## config.mk

```make
export PLATFORM = sky130hd
export DESIGN_NAME = rc4_ksa_engine
export DESIGN_NICKNAME = d
export VERILOG_FILES = /design/src/rtl/rc4_ksa_engine.sv
export SDC_FILE = /design/constraint.sdc
export NUM_CORES = 1
export LEC_CHECK = 0
export CORE_UTILIZATION = 49
export DETAILED_ROUTE_END_ITERATION = 8
export MAX_ROUTING_LAYER = met4
export PLACE_DENSITY = 0.86
export SYNTH_ARGS = -nofsm -noshare
export SYNTH_HDL_FRONTEND = slang
export SYNTH_SLANG_ARGS = --single-unit
```

## constraint.sdc

```tcl
create_clock -name clk -period 2.74 [get_ports clk]
set_input_delay 0.822 -clock clk [delete_from_list [all_inputs] [get_ports clk]]
set_output_delay 0.822 -clock clk [all_outputs]
set_load 0.03 [all_outputs]
```

## src/rtl/rc4_ksa_engine.sv

```systemverilog
// RC4 key-scheduling engine: optional identity fill of the S-box, then the
// 256-iteration KSA swap loop against an external 1-cycle-latency 256x8 RAM.
module rc4_ksa_engine #(
    parameter int KEY_BYTES = 3,
    parameter bit FILL_EN   = 1'b1
) (
    input  logic                   clk,
    input  logic                   rst,
    input  logic                   start,
    input  logic [8*KEY_BYTES-1:0] secret_key,
    input  logic [7:0]             mem_rdata,
    output logic [7:0]             mem_addr,
    output logic [7:0]             mem_wdata,
    output logic                   mem_we,
    output logic                   busy,
    output logic                   done
);

    localparam int KW = (KEY_BYTES > 1) ? $clog2(KEY_BYTES) : 1;
    localparam logic [KW-1:0] KLAST = KW'(KEY_BYTES - 1);

    typedef enum logic [3:0] {
        IDLE, FILL, RD_I, CAP_I, RD_J, CAP_J, WR_I, WR_J, DONE
    } state_t;

    state_t                 state;
    logic [7:0]             i;
    logic [7:0]             j;
    logic [7:0]             si;
    logic [KW-1:0]          kidx;
    logic [8*KEY_BYTES-1:0] key_reg;
    logic [7:0]             key_byte;
    logic [7:0]             j_next;

    // kidx tracks i mod KEY_BYTES; key byte 0 is the MS byte of the key
    always_comb begin
        key_byte = '0;
        for (int unsigned k = 0; k < KEY_BYTES; k++) begin
            if (kidx == k[KW-1:0]) begin
                key_byte = key_reg[8*(KEY_BYTES-1-k) +: 8];
            end
        end
    end

    always_comb begin
        j_next = j + mem_rdata + key_byte;
    end

    // Output registers are loaded with the values belonging to the state being entered
    always_ff @(posedge clk) begin
        if (rst) begin
            state     <= IDLE;
            i         <= '0;
            j         <= '0;
            si        <= '0;
            kidx      <= '0;
            key_reg   <= '0;
            mem_addr  <= '0;
            mem_wdata <= '0;
            mem_we    <= 1'b0;
            busy      <= 1'b0;
            done      <= 1'b0;
        end else begin
            case (state)
                IDLE: begin
                    done <= 1'b0;
                    if (start) begin
                        key_reg   <= secret_key;
                        i         <= '0;
                        j         <= '0;
                        kidx      <= '0;
                        busy      <= 1'b1;
                        mem_addr  <= '0;
                        mem_wdata <= '0;
                        if (FILL_EN) begin
                            state  <= FILL;
                            mem_we <= 1'b1;
                        end else begin
                            state  <= RD_I;
                            mem_we <= 1'b0;
                        end
                    end
                end
                FILL: begin
                    i <= i + 8'd1;
                    if (i == 8'hFF) begin
                        state     <= RD_I;
                        mem_addr  <= '0;
                        mem_wdata <= '0;
                        mem_we    <= 1'b0;
                    end else begin
                        mem_addr  <= i + 8'd1;
                        mem_wdata <= i + 8'd1;
                        mem_we    <= 1'b1;
                    end
                end
                RD_I: begin
                    state <= CAP_I;
                end
                CAP_I: begin
                    si       <= mem_rdata;
                    j        <= j_next;
                    mem_addr <= j_next;
                    state    <= RD_J;
                end
                RD_J: begin
                    state <= CAP_J;
                end
                CAP_J: begin
                    mem_addr  <= i;
                    mem_wdata <= mem_rdata;
                    mem_we    <= 1'b1;
                    state     <= WR_I;
                end
                WR_I: begin
                    mem_addr  <= j;
                    mem_wdata <= si;
                    mem_we    <= 1'b1;
                    state     <= WR_J;
                end
                WR_J: begin
                    mem_wdata <= '0;
                    mem_we    <= 1'b0;
                    if (i == 8'hFF) begin
                        mem_addr <= '0;
                        busy     <= 1'b0;
                        done     <= 1'b1;
                        state    <= DONE;
                    end else begin
                        i        <= i + 8'd1;
                        kidx     <= (kidx == KLAST) ? '0 : kidx + 1'b1;
                        mem_addr <= i + 8'd1;
                        state    <= RD_I;
                    end
                end
                DONE: begin
                    done  <= 1'b0;
                    state <= IDLE;
                end
                default: begin
                    state  <= IDLE;
                    mem_we <= 1'b0;
                    busy   <= 1'b0;
                    done   <= 1'b0;
                end
            endcase
        end
    end

endmodule

```

==> qor.csv, run 1 <==
stage;metric;value;unit
run_status;status;complete, no violations;
flow_run;drv_cap;0;
place;io_buffers;53;
clocking;clk_path_buf_depth;2;
yosys;async_flop_share;0;%
min_path;min_from;key_reg[6];
power;p_leak;1.83;nW
floorplan;start_util;51.1;%
global_route;grt_max_degree;74;
floorplan;die_w;89.4;µm
sta;worst_clock_skew;0.00943;ns
route;wl_per_cell;16.2;µm
sta;post-route-period-util;99.1;%
yosys;synth_top_cells_by_count;nand2_1 (92), dfxtp_1 (73), a21oi_1 (66), nor2_1 (30), inv_1 (20);
floorplan;dieArea;8000;µm²
sta;tightestPinTransition;0.646;ns
yosys;synth_nets;507;
yosys;synth_area_leader_cell;dfxtp_1;
power;powerDensity;558;nW/µm²
global_route;grt_usage;27.3;%
worst_setup_path;path_class;flop to flop;
yosys;synth_most_common_cell;nand2_1;
clocking;cts_root_buf;clkbuf_8;
finish;drive_above_1_share;15.6;%
route;vias;3599;
global_route;antenna_found_initial;0;
sta;hold_violations;0;
route;via_per_inst;5.78;
sta;max_freq;0.368;GHz
finish;fillCellCount;555;
yosys;syn_avg_cell_area;8.20;µm²
clocking;htree_levels;3;
global_route;grt_pass1_vias;3285;
route;drt-total-wl;10100;µm
finish;syn_to_final_growth;28.4;%
yosys;synth_edf_count;0;
clocking;clock_sinks;73;
power;ir_worst_vdd;0.000316;V
clocking;cts-buffers-inserted;9;
floorplan;rows;31;
route;firstDrtPassIters;6;
sta;slew_headroom;56.9;%
sta;fin_tns_setup;0;ns
sta;fin_ws;0.0255;ns
place;dp_hpwl;7090;µm
route;drt_iter0_drc;408;
place;place_worst_setup_slack;-0.659;ns
clocking;hold_buffers;0;
floorplan;core_region_area;7330;µm²
place;placed_area;4440;µm²
worst_setup_path;crit_start;kidx[1];
yosys;synth-warning-count;0;
clocking;insertion_delay;0.34;ns
clocking;path_clk_slew;0.08;ns
worst_setup_path;endpoint_kind;flop;
worst_setup_path;r2r-start;kidx[1];
yosys;synth.top_cell.area_share;39.0;%
clocking;cts_tree;built;
worst_setup_path;crit_fanout;3;
finish;design_area;4810;µm²
worst_setup_path;required;2.95;ns
yosys;synth-seq-area-share;39.0;%
sta;rsz0062_at_grt;true;
floorplan;die_h;89.4;µm
min_path;min_path_type;flop to flop;
worst_setup_path;cp.arrival;2.93;ns
route;route.detailed.drc;0;
yosys;mappedNetlistArea;3750;µm²
yosys;yosys-top-cells-area;dfxtp_1 (39%), nand2_1 (9.2%), a21oi_1 (8.8%);
sta;period_needed;2.71;ns
finish;largest_reg_flops;24;
place;gp_congestion;0.907;
finish;fin_nets;570;
yosys;syn_inst;457;
global_route;grt_pass1_wl;15700;µm
worst_setup_path;startpoint_type;flop;
finish;n_antenna_cell;0;
route;ant_nets;0;
global_route;grt_overflow;0;
sta;drv_slew;0;
finish;fin_util;65.6;%
yosys;ys_ff_latch;73;
yosys;synthFlopType;dfxtp_1;
floorplan;ios;54;
yosys;ys_types;53;
sta;setup_violations;0;
==> repair_timing <==
item | 4_1_cts | 5_1_grt
hold endpoints to repair | 0 | 0
resized for setup | 28 | 10
buffers inserted | 2 | 1
pin swaps | 9 | 14
endpoints found under the setup margin | 9 | 8
==> worst max-delay path: stages, from the launching register on <==
cell and delay, ns:
dfxtp_2 0.37, mux2i_2 0.27, nor2_2 0.09, a21oi_4 0.14, fa_1 0.40, inv_1 0.07
ha_2 0.19, inv_2 0.04, fa_2 0.34, nor2b_2 0.16, o31a_1 0.18, o22ai_2 0.07
xnor2_1 0.17, o22ai_1 0.10
==> final cells by class <==
cell class	instances	area [µm²]	area share, %
clock buffer	10	138	2.86
clock inverter	5	104	2.16
inverter	20	75.1	1.56
multi-input combinational	334	2150	44.7
sequential	73	1460	30.4
tap	99	124	2.57
timing repair buffer	82	756	15.7
==> per-layer routing <==
layer	track usage, %	share of wire (%)
met1	33.8	41
met2	43.2	48
met3	3.51	6.9
met4	14.9	3.9
met5	-	0
==> worst paths after layout <==
check	endpoint	slack, ns	cells after the start
hold reg to reg	key_reg[6]	0.46	2
hold / removal	key_reg[6]	0.46	2
setup / recovery	mem_addr[7]	0.03	13
setup reg to reg	mem_addr[7]	0.03	13
==> layout by cell type (no fill, tap or decap), types with 6 or more instances in the layout <==
cell and instances:
a22oi_1 7, o21ai_0 7, buf_4 26, xnor2_1 6, clkdlybuf4s50_1 46, nand3_1 6
a222oi_1 13, inv_1 17, nor2_1 29, fa_1 6, a21oi_1 63, a31oi_1 6
dlygate4sd2_1 6, nor3_1 9, nand2_1 92, dfxtp_1 71, clkbuf_8 10
==> cells by family (layout without fill, tap and decap cells) <==
group	after synthesis	count (layout)	share of synthesized area, %
AND/OR/NAND/NOR	174	174	22.1
buffers and inverters	50	117	6.38
flip-flops	73	73	39.0
adder cells (fa/ha/maj)	15	15	6.61
AO/OA/AOI/OAI	125	125	20.9
XOR/XNOR	11	11	2.57
multiplexers	9	9	2.40
==> per-stage QoR <==
| step | std cells | total power [mW] | hold slack, ns |
|---|---|---|---|
| after floorplan | 457 | 1.46 | 0.436 |
| after global placement | 605 | 1.62 | 0.441 |
| after detailed placement | 605 | 1.63 | 0.447 |
| after CTS | 622 | 2.66 | 0.458 |
| after global routing | 623 | 2.79 | 0.478 |
| final | 623 | 2.69 | 0.457 |
==> report_power, final <==
part / internal (mW) / switching, mW / total [mW]
Combinational: 0.217 / 0.274 / 0.491
Clock: 0.625 / 0.411 / 1.04
Sequential: 1.11 / 0.0489 / 1.16
No activity file was read; power rests on OpenSTA's default activity.
==> run 2, diff against run 1 <==
REMOVE_ABC_BUFFERS = 1   (was default)
==> run 2 against run 1 <==
The run now ends with setup timing left. Clock-buffer cell count rose by 4. Utilization shrank 1.3 points. Clock power decreased by 22%. Combinational power is 0.8% higher. Sequential cell count stayed put. Worst setup slack worse by 0.085 ns. Maximum frequency is 3.1% lower. Cell area is 2.0% lower. Wire length is 1.6% lower. Critical endpoint is now mem_addr[3]. Largest cell class unchanged. Highest routed layer unchanged.
==> qor.csv, run 2 (same netlist as run 1, synthesis figures left out) <==
stage;metric;value;unit;change
finish;final_cell_mix;nand2_1 (92), dfxtp_1 (71), a21oi_1 (65), clkdlybuf4s50_1 (46), nor2_1 (30);;
clocking;clk_path_buf_depth;2;;unchanged
run_status;status;finished with violations;;
sta;fin_ws;-0.0600;ns;-0.0854 ns
route;via_per_inst;5.84;;+1.1%
worst_setup_path;startpoint_type;flop;;
worst_setup_path;crit_fanout;4;;+1
global_route;grt_max_degree;40;;-46%
route;ant_nets;0;;unchanged
clocking;cts-buffers-inserted;9;;unchanged
worst_setup_path;cp.arrival;3.01;ns;+0.08 ns
finish;syn_to_final_growth;25.9;%;
route;firstDrtPassIters;9;;+3
clocking;cts_root_buf;clkbuf_8;;
route;drt_iter0_drc;438;;+7.4%
sta;rsz0062_at_grt;true;;
place;dp_hpwl;6730;µm;-5.0%
flow_run;drv_cap;0;;unchanged
power;p_leak;1.79;nW;-1.8%
min_path;min_path_type;flop to flop;;
floorplan;die_w;89.4;µm;unchanged
finish;drive_above_1_share;13.6;%;-2.0 points
clocking;htree_levels;3;;unchanged
route;drt-total-wl;9900;µm;-1.6%
sta;period_needed;2.80;ns;+0.0854 ns
floorplan;dieArea;8000;µm²;unchanged
global_route;grt_pass1_vias;3499;;+6.5%
global_route;antenna_found_initial;0;;unchanged
sta;post-route-period-util;102;%;+3.1 points
global_route;grt_pass1_wl;16100;µm;+2.5%
place;place_worst_setup_slack;-0.672;ns;-0.0132 ns
finish;fillCellCount;595;;+7.2%
route;wl_per_cell;16.0;µm;-1.1%
global_route;grt_usage;27.6;%;+0.35 points
route;route.detailed.drc;0;;unchanged
finish;fin_cells;620;;-0.48%
sta;slew_headroom;18.4;%;-38 points
sta;fin_tns_setup;-0.155;ns;-0.155 ns
global_route;grt_overflow;0;;unchanged
worst_setup_path;endpoint_kind;flop;;
floorplan;start_util;51.1;%;unchanged
route;vias;3622;;+0.64%
floorplan;core_region_area;7330;µm²;unchanged
power;p_total;2.46;mW;-8.4%
place;placedCellCount;602;;-0.50%
clocking;cts_tree;built;;
power;powerDensity;522;nW/µm²;-6.5%
finish;design_area;4720;µm²;-2.0%
sta;drv_slew;0;;unchanged
worst_setup_path;required;2.95;ns;about the same
sta;tightestPinTransition;1.22;ns;+0.573 ns
finish;largest_reg_flops;24;;unchanged
worst_setup_path;path_class;flop to flop;;
floorplan;die_h;89.4;µm;unchanged
finish;fin_nets;566;;-0.70%
clocking;insertion_delay;0.35;ns;about the same
finish;n_antenna_cell;0;;unchanged
floorplan;ios;54;;unchanged
floorplan;rows;31;;unchanged
place;gp_congestion;0.901;;-0.73%
sta;worst_clock_skew;0.0126;ns;+0.00313 ns
sta;setup_violations;4;;+4
place;io_buffers;53;;unchanged
finish;final_common_cell;nand2_1;;
clocking;hold_buffers;0;;unchanged
clocking;path_clk_slew;0.07;ns;about the same
clocking;clock_sinks;73;;unchanged
run_status;violations;setup timing;;
sta;max_freq;0.357;GHz;-3.1%
power;ir_worst_vdd;0.000410;V;+30%
place;placed_area;4420;µm²;-0.51%
sta;hold_violations;0;;unchanged
run 2: cell types whose count changed in the layout (fill, tap and decap cells not counted), sizes merged:
| cell | delta |
|---|---|
| clkbuf | +4 |
| buf | -4 |
| bufinv | -3 |
run 2: final timing paths:
kind	cells after the start	slack, ns	startpoint	to
max	13	-0.06	kidx[1]	mem_addr[3]
min	2	0.45	mem_wdata[5]	mem_wdata[5]
max reg2reg	13	-0.06	kidx[1]	mem_addr[3]
min reg2reg	2	0.45	mem_wdata[5]	mem_wdata[5]
run 2: repair_timing:
item                                    4_1_cts  5_1_grt
buffers inserted                              2        0
endpoints found under the setup margin        9        9
resized for setup                            16       15
pin swaps                                     6       13
run 2: power breakdown:
part           internal [mW]  switching (mW)
Sequential              1.11          0.0435
Combinational          0.214           0.281
Clock                  0.426           0.388
Total                   1.75           0.713
run 2: final cells by class:
type	count	area [µm²]	area share, %
clock inverters	2	10.0	0.212
flip-flops and latches	73	1470	31.1
inverters	20	75.1	1.59
clock buffers	14	183	3.87
multi-input cells	334	2140	45.3
well taps	99	124	2.63
repair buffers	78	722	15.3
run 2: critical path: stages, from the launching register on:
cell	delay, ns
dfxtp_4	0.38
mux2i_1	0.18
nor2_1	0.07
a21oi_2	0.18
fa_1	0.46
inv_1	0.09
ha_2	0.21
inv_2	0.05
fa_2	0.36
nor2b_4	0.14
buf_6	0.13
nor3_4	0.04
a221oi_2	0.24
a31oi_1	0.14
run 2: through the flow:
step	util (%)	hold WS, ns
finish	64.3	0.451
global route	64.3	0.474
CTS	63.4	0.453
detailed placement	60.2	0.443
global placement	60.2	0.442
floorplan	-	0.430
run 2: layer usage:
| metal | part of all wire, % | global-route usage, % | wire, µm | vias to the layer above |
|---|---|---|---|---|
| li1 | - | - | - | 1715 |
| met1 | 40 | 33.6 | 3970 | 1663 |
| met2 | 47 | 42.5 | 4650 | 196 |
| met3 | 8.7 | 6.00 | 862 | 48 |
| met4 | 4.3 | 15.3 | 425 | 0 |
| met5 | 0 | - | 0 | - |
==> run 3, diff against run 2 <==
SLEW_MARGIN = 5   (was default)
clock period = 2.28 ns   (was 2.74 ns; I/O delays follow)
==> run 3 against run 2 <==
The flow still finishes with violations (setup timing). Largest cell class unchanged. Sequential power up 20%. Worst setup slack worse by 0.40 ns. Maximum frequency up 2.3%. Utilization up 1.7 points. Die area unchanged. Register-to-register slack worse by 0.40 ns.
==> qor.csv, run 3 (same netlist as run 1, synthesis figures left out) <==
stage;metric;value;unit;change
finish;fin_cells;632;;+1.9%
power;ir_worst_vdd;0.000360;V;-12%
worst_setup_path;startpoint_type;flop;;
sta;slew_headroom;57.8;%;+39 points
global_route;grt_pass1_wl;16200;µm;+0.30%
power;powerDensity;634;nW/µm²;+21%
clocking;insertion_delay;0.36;ns;about the same
worst_setup_path;crit_chain;mux2i_1 -> nor2_1 -> a21oi_2 -> fa_1 -> inv_2 -> ha_4 -> inv_4 -> fa_2 -> nor2b_4 -> buf_6 -> buf_6 -> nor3_4 -> a221oi_2 -> a31oi_1;;
worst_setup_path;cpPeakStageDelay;0.43;ns;-0.03 ns
clocking;cts-buffers-inserted;9;;unchanged
floorplan;die_w;89.4;µm;unchanged
place;io_buffers;53;;unchanged
clocking;htree_levels;3;;unchanged
floorplan;dieArea;8000;µm²;unchanged
floorplan;core_region_area;7330;µm²;unchanged
finish;fin_nets;578;;+2.1%
sta;hold_violations;0;;unchanged
place;gp_congestion;0.915;;+1.6%
sta;setup_violations;12;;+8
clocking;hold_buffers;0;;unchanged
route;drt_iter0_drc;368;;-16%
worst_setup_path;cp_num_buf_inv;4;;+1
min_path;min_path_type;flop to flop;;
worst_setup_path;cp_top_family;adder cells;;
floorplan;die_h;89.4;µm;unchanged
finish;final_common_cell;nand2_1;;
clocking;cts_root_buf;clkbuf_8;;
sta;rsz0062_at_grt;true;;
finish;final_cell_mix;nand2_1 (92), dfxtp_1 (71), a21oi_1 (61), clkdlybuf4s50_1 (49), buf_4 (34);;
finish;largest_reg_flops;24;;unchanged
place;placedCellCount;613;;+1.8%
clocking;clk_path_buf_depth;2;;unchanged
sta;fin_ws;-0.457;ns;-0.397 ns
route;route.detailed.drc;0;;unchanged
finish;fillCellCount;567;;-4.7%
route;vias;3630;;+0.22%
finish;design_area;4840;µm²;+2.7%
worst_setup_path;slowest_stage;fa_1;;
place;placed_area;4490;µm²;+1.6%
run_status;violations;setup timing;;
route;firstDrtPassIters;6;;-3
sta;max_freq;0.365;GHz;+2.3%
finish;seq_area;1470;µm²;unchanged
global_route;grt_usage;27.6;%;about the same
worst_setup_path;crit_path_frequent_cell;buf_6;;
route;ant_nets;0;;unchanged
route;via_per_inst;5.74;;-1.7%
sta;period_needed;2.74;ns;-0.0626 ns
sta;post-route-period-util;120;%;+18 points
floorplan;ios;54;;unchanged
power;p_leak;1.85;nW;+3.1%
floorplan;rows;31;;unchanged
route;wl_per_cell;16.3;µm;+2.2%
worst_setup_path;crit_fanout;4;;unchanged
sta;drv_slew;0;;unchanged
global_route;antenna_found_initial;0;;unchanged
global_route;grt_overflow;0;;unchanged
finish;n_antenna_cell;0;;unchanged
worst_setup_path;path_class;flop to flop;;
floorplan;start_util;51.1;%;unchanged
global_route;grt_pass1_vias;3422;;-2.2%
sta;fin_tns_setup;-4.16;ns;-4.00 ns
finish;drive_above_1_share;17.3;%;+3.6 points
worst_setup_path;required;2.51;ns;-0.44 ns
sta;tightestPinTransition;0.631;ns;-0.588 ns
worst_setup_path;cp.arrival;2.97;ns;-0.04 ns
place;dp_hpwl;7000;µm;+4.1%
finish;multiInputGateArea;2160;µm²;+0.94%
sta;worst_clock_skew;0.0102;ns;-0.00238 ns
clocking;cts_tree;built;;
global_route;grt_max_degree;42;;+5.0%
worst_setup_path;endpoint_kind;flop;;
clocking;clock_sinks;73;;unchanged
route;drt-total-wl;10300;µm;+4.1%
flow_run;drv_cap;0;;unchanged
finish;syn_to_final_growth;29.2;%;
power;p_total;3.07;mW;+25%
clocking;path_clk_slew;0.07;ns;about the same
run_status;status;finished with violations;;
run 3: cell types whose count changed in the layout (fill, tap and decap cells not counted), sizes merged:
| cell | before | now |
|---|---|---|
| clkbuf | 14 | 12 |
| dlygate4sd2 | 6 | 3 |
| clkdlybuf4s50 | 46 | 49 |
| bufinv | 0 | 1 |
| clkinvlp | 0 | 1 |
| buf | 26 | 38 |
run 3: worst min-delay path: stages, from the launching register on:
cell and delay (ns):
dfxtp_1 0.31, nand2_1 0.05, a21oi_1 0.05
run 3: path summary, 6_finish.rpt:
path / start / to / cells after the start / slack (ns)
max: kidx[1] / mem_addr[3] / 14 / -0.46
min: mem_wdata[5] / mem_wdata[5] / 2 / 0.45
max reg2reg: kidx[1] / mem_addr[3] / 14 / -0.46
min reg2reg: mem_wdata[5] / mem_wdata[5] / 2 / 0.45
run 3: metrics by stage:
stage          worst slack, ns  hold slack (ns)  util, %
4_1_cts                 -0.380            0.457     64.7
3_5_place_dp             -1.01            0.446     61.2
2_1_floorplan           -0.531            0.430        -
3_3_place_gp            -0.918            0.440     61.2
6_report                -0.457            0.452     66.0
5_1_grt                 -0.636            0.476     66.0
run 3: per-layer routing:
metal	global-route usage, %	wire length [µm]
met4	12.8	310
met5	-	0
met1	34.1	4270
met3	6.56	744
met2	42.7	4990
run 3: area by class of cell:
cell class / count / area share [%]
Clock buffer: 12 / 3.20
Clock inverter: 4 / 1.06
Multi-Input combinational cell: 334 / 44.5
Timing Repair Buffer: 90 / 16.7
Tap cell: 99 / 2.56
Sequential cell: 73 / 30.3
Inverter: 20 / 1.60
run 3: what timing repair did:
item,4_1_cts,5_1_grt
setup buffers,2,1
setup endpoints to repair,12,12
resized for setup,17,24
pin swaps,7,18
run 3: power by group:
| group | internal, mW | total, mW | switching (mW) |
|---|---|---|---|
| clock | 0.566 | 1.06 | 0.494 |
| combinational | 0.275 | 0.628 | 0.354 |
| sequential | 1.33 | 1.38 | 0.0465 |
| total | 2.17 | 3.07 | 0.894 |
